`src/rtl/sound_i2s_pkg.sv`:
```
// Shared types, constants and the channel re-encoding helper for the I2S receive path.
package sound_i2s_pkg;

  typedef enum logic [1:0] {
    ALIGN = 2'd0,
    SKIP  = 2'd1,
    RUN   = 2'd2
  } rx_state_t;

  localparam int I2S_ACTIVE_BITS       = 16;
  localparam int I2S_SLOT_BITS_DEFAULT = 32;

  // Unsigned channels drop the slot's sign bit so a tx->rx chain returns the original value.
  function automatic logic [15:0] map_channel(input logic [15:0] field,
                                              input logic        signed_out,
                                              input int          width);
    logic [15:0] mask;
    mask = 16'((17'h1 << width) - 17'h1);
    if (signed_out) begin
      map_channel = field >> (16 - width);
    end else begin
      map_channel = (field >> (15 - width)) & mask;
    end
  endfunction

endpackage

```
`src/rtl/sound_i2s_if.sv`:
```
// Parallel audio sample bus produced by the I2S receiver.
interface sound_i2s_if #(
  parameter int CHANNEL_WIDTH = 15
);
  logic [CHANNEL_WIDTH-1:0] audio_l;
  logic [CHANNEL_WIDTH-1:0] audio_r;
  logic                     audio_valid;
  logic                     locked;
  logic                     frame_error;

  modport master (output audio_l, output audio_r, output audio_valid,
                  output locked, output frame_error);
  modport slave  (input audio_l, input audio_r, input audio_valid,
                  input locked, input frame_error);
endinterface

```
`src/rtl/sound_i2s_rx_sync.sv`:
```
// Two-flop synchroniser for the asynchronous I2S pins plus an SCLK history flop for edge detection.
module i2s_rx_sync (
  input  logic clk_74a,
  input  logic reset,
  input  logic i2s_sclk,
  input  logic i2s_lrck,
  input  logic i2s_data,
  output logic sclk_rise,
  output logic lrck_s,
  output logic data_s
);
  // Bit order in the vectors: [2]=sclk, [1]=lrck, [0]=data.
  logic [2:0] meta_q, meta_d;
  logic [2:0] sync_q, sync_d;
  logic       hist_q, hist_d;

  // Next-state for the synchroniser chain.
  always_comb begin
    meta_d = {i2s_sclk, i2s_lrck, i2s_data};
    sync_d = meta_q;
    hist_d = sync_q[2];
  end

  // Synchroniser and history registers.
  always_ff @(posedge clk_74a) begin
    if (reset) begin
      meta_q <= 3'b000;
      sync_q <= 3'b000;
      hist_q <= 1'b0;
    end else begin
      meta_q <= meta_d;
      sync_q <= sync_d;
      hist_q <= hist_d;
    end
  end

  assign sclk_rise = sync_q[2] & ~hist_q;
  assign lrck_s    = sync_q[1];
  assign data_s    = sync_q[0];
endmodule

```
`src/rtl/sound_i2s_rx.sv`:
```
// I2S receiver: 64-SCLK stereo frames into parallel left/right samples in the clk_74a domain.
module sound_i2s_rx
  import sound_i2s_pkg::*;
#(
  parameter int CHANNEL_WIDTH  = 15,
  parameter int SIGNED_OUTPUT  = 0,
  parameter int SLOT_BITS      = I2S_SLOT_BITS_DEFAULT,
  parameter int TIMEOUT_CYCLES = 256
) (
  input  logic        clk_74a,
  input  logic        reset,
  input  logic        i2s_sclk,
  input  logic        i2s_lrck,
  input  logic        i2s_data,
  sound_i2s_if.master aud
);
  localparam int CW = $clog2(SLOT_BITS + 1);
  localparam int TW = $clog2(TIMEOUT_CYCLES + 1);

  if (CHANNEL_WIDTH < 1 || CHANNEL_WIDTH > 16 ||
      (CHANNEL_WIDTH == 16 && SIGNED_OUTPUT == 0) || SLOT_BITS < 17) begin : g_bad_params
    $error("sound_i2s_rx: illegal CHANNEL_WIDTH/SIGNED_OUTPUT/SLOT_BITS combination");
  end

  logic sclk_rise, lrck_s, data_s, lr_edge;

  i2s_rx_sync u_sync (
    .clk_74a  (clk_74a),
    .reset    (reset),
    .i2s_sclk (i2s_sclk),
    .i2s_lrck (i2s_lrck),
    .i2s_data (i2s_data),
    .sclk_rise(sclk_rise),
    .lrck_s   (lrck_s),
    .data_s   (data_s)
  );

  rx_state_t               state_q, state_d;
  logic                    lrck_prev_q, lrck_prev_d;
  logic [CW-1:0]           bit_cnt_q, bit_cnt_d;
  logic [TW-1:0]           tmo_q, tmo_d;
  logic [15:0]             shift_q, shift_d;
  logic [15:0]             hold_q, hold_d;
  logic [CHANNEL_WIDTH-1:0] audio_l_q, audio_l_d, audio_r_q, audio_r_d;
  logic                    valid_q, valid_d, locked_q, locked_d, ferr_q, ferr_d;

  assign lr_edge = sclk_rise && (lrck_s != lrck_prev_q);

  // Framing FSM, bit counter, shift/hold registers and timeout watchdog.
  always_comb begin
    state_d     = state_q;
    lrck_prev_d = lrck_prev_q;
    bit_cnt_d   = bit_cnt_q;
    tmo_d       = tmo_q;
    shift_d     = shift_q;
    hold_d      = hold_q;
    audio_l_d   = audio_l_q;
    audio_r_d   = audio_r_q;
    locked_d    = locked_q;
    valid_d     = 1'b0;
    ferr_d      = 1'b0;

    if (sclk_rise) begin
      tmo_d       = '0;
      lrck_prev_d = lrck_s;
      if (lr_edge) begin
        bit_cnt_d = '0;
      end else begin
        if (bit_cnt_q != CW'(SLOT_BITS)) begin
          bit_cnt_d = bit_cnt_q + CW'(1);
        end else begin
          bit_cnt_d = bit_cnt_q;
        end
        // The edge bit belongs to the previous slot, so only the following 16 are kept.
        if (bit_cnt_q < CW'(I2S_ACTIVE_BITS)) begin
          shift_d = {shift_q[14:0], data_s};
        end else begin
          shift_d = shift_q;
        end
      end

      if (lr_edge) begin
        case (state_q)
          ALIGN: state_d = SKIP;
          SKIP: begin
            if (!lrck_s) begin
              state_d = RUN;
              shift_d = 16'h0000;
            end else begin
              state_d = SKIP;
            end
          end
          RUN: begin
            shift_d = 16'h0000;
            if (bit_cnt_q == CW'(SLOT_BITS - 1)) begin
              if (lrck_s) begin
                hold_d   = shift_q;
                locked_d = 1'b1;
              end else begin
                audio_l_d = CHANNEL_WIDTH'(map_channel(hold_q, SIGNED_OUTPUT != 0, CHANNEL_WIDTH));
                audio_r_d = CHANNEL_WIDTH'(map_channel(shift_q, SIGNED_OUTPUT != 0, CHANNEL_WIDTH));
                valid_d   = 1'b1;
              end
            end else begin
              ferr_d   = 1'b1;
              locked_d = 1'b0;
              state_d  = SKIP;
            end
          end
          default: state_d = ALIGN;
        endcase
      end else begin
        state_d = state_q;
      end
    end else begin
      if (tmo_q == TW'(TIMEOUT_CYCLES - 1)) begin
        locked_d = 1'b0;
        state_d  = ALIGN;
      end else begin
        tmo_d = tmo_q + TW'(1);
      end
    end
  end

  // State and output registers.
  always_ff @(posedge clk_74a) begin
    if (reset) begin
      state_q     <= ALIGN;
      lrck_prev_q <= 1'b0;
      bit_cnt_q   <= '0;
      tmo_q       <= '0;
      shift_q     <= 16'h0000;
      hold_q      <= 16'h0000;
      audio_l_q   <= '0;
      audio_r_q   <= '0;
      valid_q     <= 1'b0;
      locked_q    <= 1'b0;
      ferr_q      <= 1'b0;
    end else begin
      state_q     <= state_d;
      lrck_prev_q <= lrck_prev_d;
      bit_cnt_q   <= bit_cnt_d;
      tmo_q       <= tmo_d;
      shift_q     <= shift_d;
      hold_q      <= hold_d;
      audio_l_q   <= audio_l_d;
      audio_r_q   <= audio_r_d;
      valid_q     <= valid_d;
      locked_q    <= locked_d;
      ferr_q      <= ferr_d;
    end
  end

  assign aud.audio_l     = audio_l_q;
  assign aud.audio_r     = audio_r_q;
  assign aud.audio_valid = valid_q;
  assign aud.locked      = locked_q;
  assign aud.frame_error = ferr_q;
endmodule

```
`src/flat_wrapper.sv`:
```
// flat-port wrapper written by rule: the top's interface ports become plain ports
module sound_i2s_rx_flat import sound_i2s_pkg::*;
#(
  parameter int CHANNEL_WIDTH  = 15,
  parameter int SIGNED_OUTPUT  = 0,
  parameter int SLOT_BITS      = I2S_SLOT_BITS_DEFAULT,
  parameter int TIMEOUT_CYCLES = 256
)
  (clk_74a, reset, i2s_sclk, i2s_lrck, i2s_data, aud_audio_l, aud_audio_r, aud_audio_valid, aud_locked, aud_frame_error);
  sound_i2s_if #(.CHANNEL_WIDTH(CHANNEL_WIDTH)) aud_i ();
  input  logic clk_74a;
  input  logic reset;
  input  logic i2s_sclk;
  input  logic i2s_lrck;
  input  logic i2s_data;
  output wire logic [$bits(aud_i.audio_l)-1:0] aud_audio_l;
  output wire logic [$bits(aud_i.audio_r)-1:0] aud_audio_r;
  output wire logic [$bits(aud_i.audio_valid)-1:0] aud_audio_valid;
  output wire logic [$bits(aud_i.locked)-1:0] aud_locked;
  output wire logic [$bits(aud_i.frame_error)-1:0] aud_frame_error;
  assign aud_audio_l = aud_i.audio_l;
  assign aud_audio_r = aud_i.audio_r;
  assign aud_audio_valid = aud_i.audio_valid;
  assign aud_locked = aud_i.locked;
  assign aud_frame_error = aud_i.frame_error;
  sound_i2s_rx #(.CHANNEL_WIDTH(CHANNEL_WIDTH), .SIGNED_OUTPUT(SIGNED_OUTPUT), .SLOT_BITS(SLOT_BITS), .TIMEOUT_CYCLES(TIMEOUT_CYCLES)) u_core (.clk_74a(clk_74a), .reset(reset), .i2s_sclk(i2s_sclk), .i2s_lrck(i2s_lrck), .i2s_data(i2s_data), .aud(aud_i));
endmodule
```
`config.mk`:
```
export PLATFORM = sky130hd
export DESIGN_NAME = sound_i2s_rx_flat
export DESIGN_NICKNAME = d
export VERILOG_FILES = /design/src/rtl/sound_i2s_pkg.sv /design/src/rtl/sound_i2s_if.sv /design/src/rtl/sound_i2s_rx_sync.sv /design/src/rtl/sound_i2s_rx.sv /design/src/flat_wrapper.sv
export SDC_FILE = /design/constraint.sdc
export NUM_CORES = 1
export LEC_CHECK = 0
export BUFFER_PORTS_ARGS = -buffer_cell sky130_fd_sc_hd__buf_2
export CORE_ASPECT_RATIO = 0.7
export CORE_UTILIZATION = 48
export CTS_CLUSTER_DIAMETER = 200
export DETAILED_ROUTE_END_ITERATION = 8
export PLACE_DENSITY = 0.81
export SETUP_SLACK_MARGIN = 0.4
export SYNTH_ARGS = -nofsm -noshare
export SYNTH_HDL_FRONTEND = slang
export SYNTH_SLANG_ARGS = --single-unit
export TNS_END_PERCENT = 30
```
`constraint.sdc`:
```
create_clock -name clk_74a -period 1.65 [get_ports clk_74a]
set_input_delay 0.2475 -clock clk_74a [delete_from_list [all_inputs] [get_ports clk_74a]]
set_output_delay 0.2475 -clock clk_74a [all_outputs]
set_load 0.02 [all_outputs]
```
==> reports/results.ini <==
[routing]
vias=3950
drc=6
wl_per_cell_um=21.0
drtIter0Drc=487
drtPass1Iterations=7
drt_wl_total_um=12800
drt-vias-per-instance=6.52
drtAntennaViolNets=0

[synth]
synthFlopType=dfxtp_1
ys_seq_area_share_pct=43.7
yosysMostFrequentCell=dfxtp_1
synth_cell_types=46
async_flop_share_pct=0
synth_area_mm2=0.00403
synth_top_area_share_pct=43.7
synth.largest_area_cell=dfxtp_1
syn-num-nets=453
synth-seq-cells=88
ys_warn_count=0
synth_common_cells=dfxtp_1 (88), clkbuf_1 (42), a21oi_1 (41), nand2b_1 (37), nand4_1 (31)
synth_edf_count=0
avgSynthCellArea_um2=9.17
synth_top_cells_by_area=dfxtp_1 (44%), o41ai_1 (6.5%), nand2b_1 (5.7%)
synthCells=440

[floorplanning]
start_util_pct=50.4
die_area_mm2=0.00878
die_width_um=112
core_mm2=0.00801
ioPinCount=38
rows=27
die_h_um=78.7

[hold_path]
hold_start=i2s_data
holdCritPathClass=in2reg
whs_endpoint=u_core.u_sync.meta_q[0]
whs_path_depth=2

[power_and_ir_drop]
ir_drop_mv=0.633
p_leak_nw=2.01
p_clk_share_pct=44.7
powerDensity_mw_per_mm2=760
p_seq_share_pct=50.2
intPower_w=0.00332
swShare_pct=22.7
p_comb_share_pct=5.1
switchingPower_w=0.000972

[sta]
fin_skew_ns=0.00938
rsz0062_at_grt=true
period_share_pct=103
setup_viol=2
slew_violations=0
finalHoldViolations=0
fin_ws_ns=-0.0442
fmax_mhz=590
final.min_clock_period_ns=1.69
max_slew_margin_pct=52.1
setup_tns_ns=-0.0883
worst_pin_slew_ns=0.719

[cts]
cts_sinks=88
clk_pin_slew_worst_paths_ns=0.06
cts_made_buffers=9
clockBufferDepth=2
insertion_delay_ns=0.35
hold_buffers=0
cts_tree=done
htreeDepth=3
root_buffer=clkbuf_16

[job]
drv_cap=0

[worst_setup_path]
cp.arrival_ns=1.97
startpoint_type=flop
crit_buf_inv=0
critPathSlowestCell=or4_1
crit_family=simple AND/OR/NAND/NOR gates
required_ns=1.93
r2r_cells=7
worst_r2r_endpoint=u_core.tmo_q[7]
cp_cell_sequence=ha_4 > nand3_4 > nor3_2 > ha_2 > nand4b_1 > or4_1 > a21oi_1
endpoint_kind=flop
r2r_start=u_core.tmo_q[1]
r2r_slack_ns=-0.04
crit_type=reg2reg
crit_path_max_incr_delay_ns=0.44
critPathMaxFanout=4

[placed_design]
dp_slack_ns=-0.0639
dp.cells=561
globalplace.congestion=0.856
hpwl_um=6590
port_buffers=37

[grt]
grt_max_degree=40
grt_pass1_wl_um=18800
antenna_found_initial=0
grt-ovfl-total=0
grt_pass1_vias=3604
grtUsageTotal_pct=28.0

[final_layout]
layout-drive-gt1-share_pct=41.0
fillers=525
nets=514
stdcell_count=606
num_antenna_cells=0
fin_util_pct=70.5
synthToLayoutAreaGrowth_pct=40.0

[run_status]
violations=design-rule violations, negative setup slack
status=finished, violations left

## sequential cells by signal (all words and copies together) (netlist names)
signal and flops:
u_core.lrck_prev_q 1, u_core.aud.locked 1, u_core.tmo_q 9, u_core.shift_q 15, u_core.u_sync.sync_q 3, u_core.u_sync.hist_q 1, u_core.aud.audio_l 15, u_core.bit_cnt_q 6
u_core.state_q 2, u_core.hold_q 15, u_core.u_sync.meta_q 3, u_core.aud.frame_error 1, u_core.aud.audio_valid 1, u_core.aud.audio_r 15
## worst max-delay path by stage
stage / from / endpoint / slack, ns / cells after the start
6_report: u_core.tmo_q[1] / u_core.tmo_q[7] / -0.04 / 7
4_1_cts: u_core.tmo_q[1] / u_core.tmo_q[7] / -0.02 / 7
3_5_place_dp: u_core.state_q[0] / u_core.aud.audio_l[8] / -0.06 / 6
5_1_grt: u_core.tmo_q[1] / u_core.tmo_q[7] / -0.11 / 7
2_1_floorplan: u_core.tmo_q[0] / u_core.tmo_q[7] / 0.04 / 7
3_3_place_gp: u_core.tmo_q[1] / u_core.tmo_q[7] / 0.04 / 7
## logic make-up after synthesis
kind of cell               share of synthesized area [%]
and+or+nand+nor                                     21.4
AOI/OAI and AO/OA                                   20.3
DFF                                                 43.7
buffers and inverters                               6.05
muxes                                               4.53
adders and majority gates                           2.48
xor gates and xnor gates                            1.49
## routing by layer
| metal | global-route usage, % | vias to the layer above | share of wire [%] |
|---|---|---|---|
| li1 | - | 1776 | - |
| met1 | 36.9 | 1920 | 42 |
| met2 | 43.6 | 225 | 48 |
| met3 | 7.18 | 29 | 7.9 |
| met4 | 11.9 | 0 | 2.0 |
| met5 | 0 | - | 0 |
## area by class of cell
class / instances / area [µm²] / area share [%]
inverter: 8 / 32.5 / 0.576
tap: 101 / 126 / 2.24
multi-input combinational: 295 / 2530 / 44.9
clock buffer: 12 / 256 / 4.54
timing repair buffer: 99 / 880 / 15.6
sequential: 88 / 1800 / 31.8
clock inverter: 3 / 17.5 / 0.310
## cell usage in the layout (no fill, tap or decap), types with 3 or more instances in the layout
cell       synthesis  layout
a211oi_1          19      13
a211oi_2           0       6
a21oi_1           41      35
a21oi_2            0       6
buf_12             0       8
buf_16             0       3
buf_2              6      38
buf_4              0      33
buf_6              2      15
clkbuf_16          0       9
dfxtp_1           88      74
dfxtp_2            0       7
dfxtp_4            0       7
ha_4               0       5
inv_1              8       6
mux2i_1           16      14
nand2_1            7       6
nand2b_1          37      33
nand2b_4           0       4
nand3_1           19      10
nand3_2            0       6
nand3_4            0       3
nand4_1           31      31
nor2_1            10      10
nor2b_1           13      10
o21ai_0           15       9
o21ai_1            4       5
o21ai_2            0       5
o41ai_1           30      18
o41ai_2            0      11
or4_4              1       4
xor2_1             3       3
## power by group through the flow
| stage | combinational (W) | sequential (W) | clock, W |
|---|---|---|---|
| after detailed placement | 0.000164 | 0.00220 | 0 |
| after global routing | 0.000236 | 0.00215 | 0.00203 |
| after global placement | 0.000157 | 0.00220 | 0 |
| after CTS | 0.000184 | 0.00215 | 0.00193 |
| final | 0.000220 | 0.00215 | 0.00192 |
| after floorplan | 0.000117 | 0.00220 | 0 |
## repair_timing
action | CTS | global route
setup endpoints to repair | 80 | 81
cloned | 7 | 0
resized for setup | 47 | 76
pin swaps | 21 | 51
buffers inserted | 15 | 8
## metrics by stage
| step | instance area, µm² | power (W) | hold WS, ns |
|---|---|---|---|
| floorplan | 4120 | 0.00232 | 0.376 |
| global placement | 4510 | 0.00236 | 0.417 |
| detailed placement | 4510 | 0.00237 | 0.424 |
| CTS | 5250 | 0.00426 | 0.107 |
| global route | 5640 | 0.00441 | 0.130 |
| finish | 5640 | 0.00429 | 0.113 |
No activity file was read; power rests on OpenSTA's default activity.
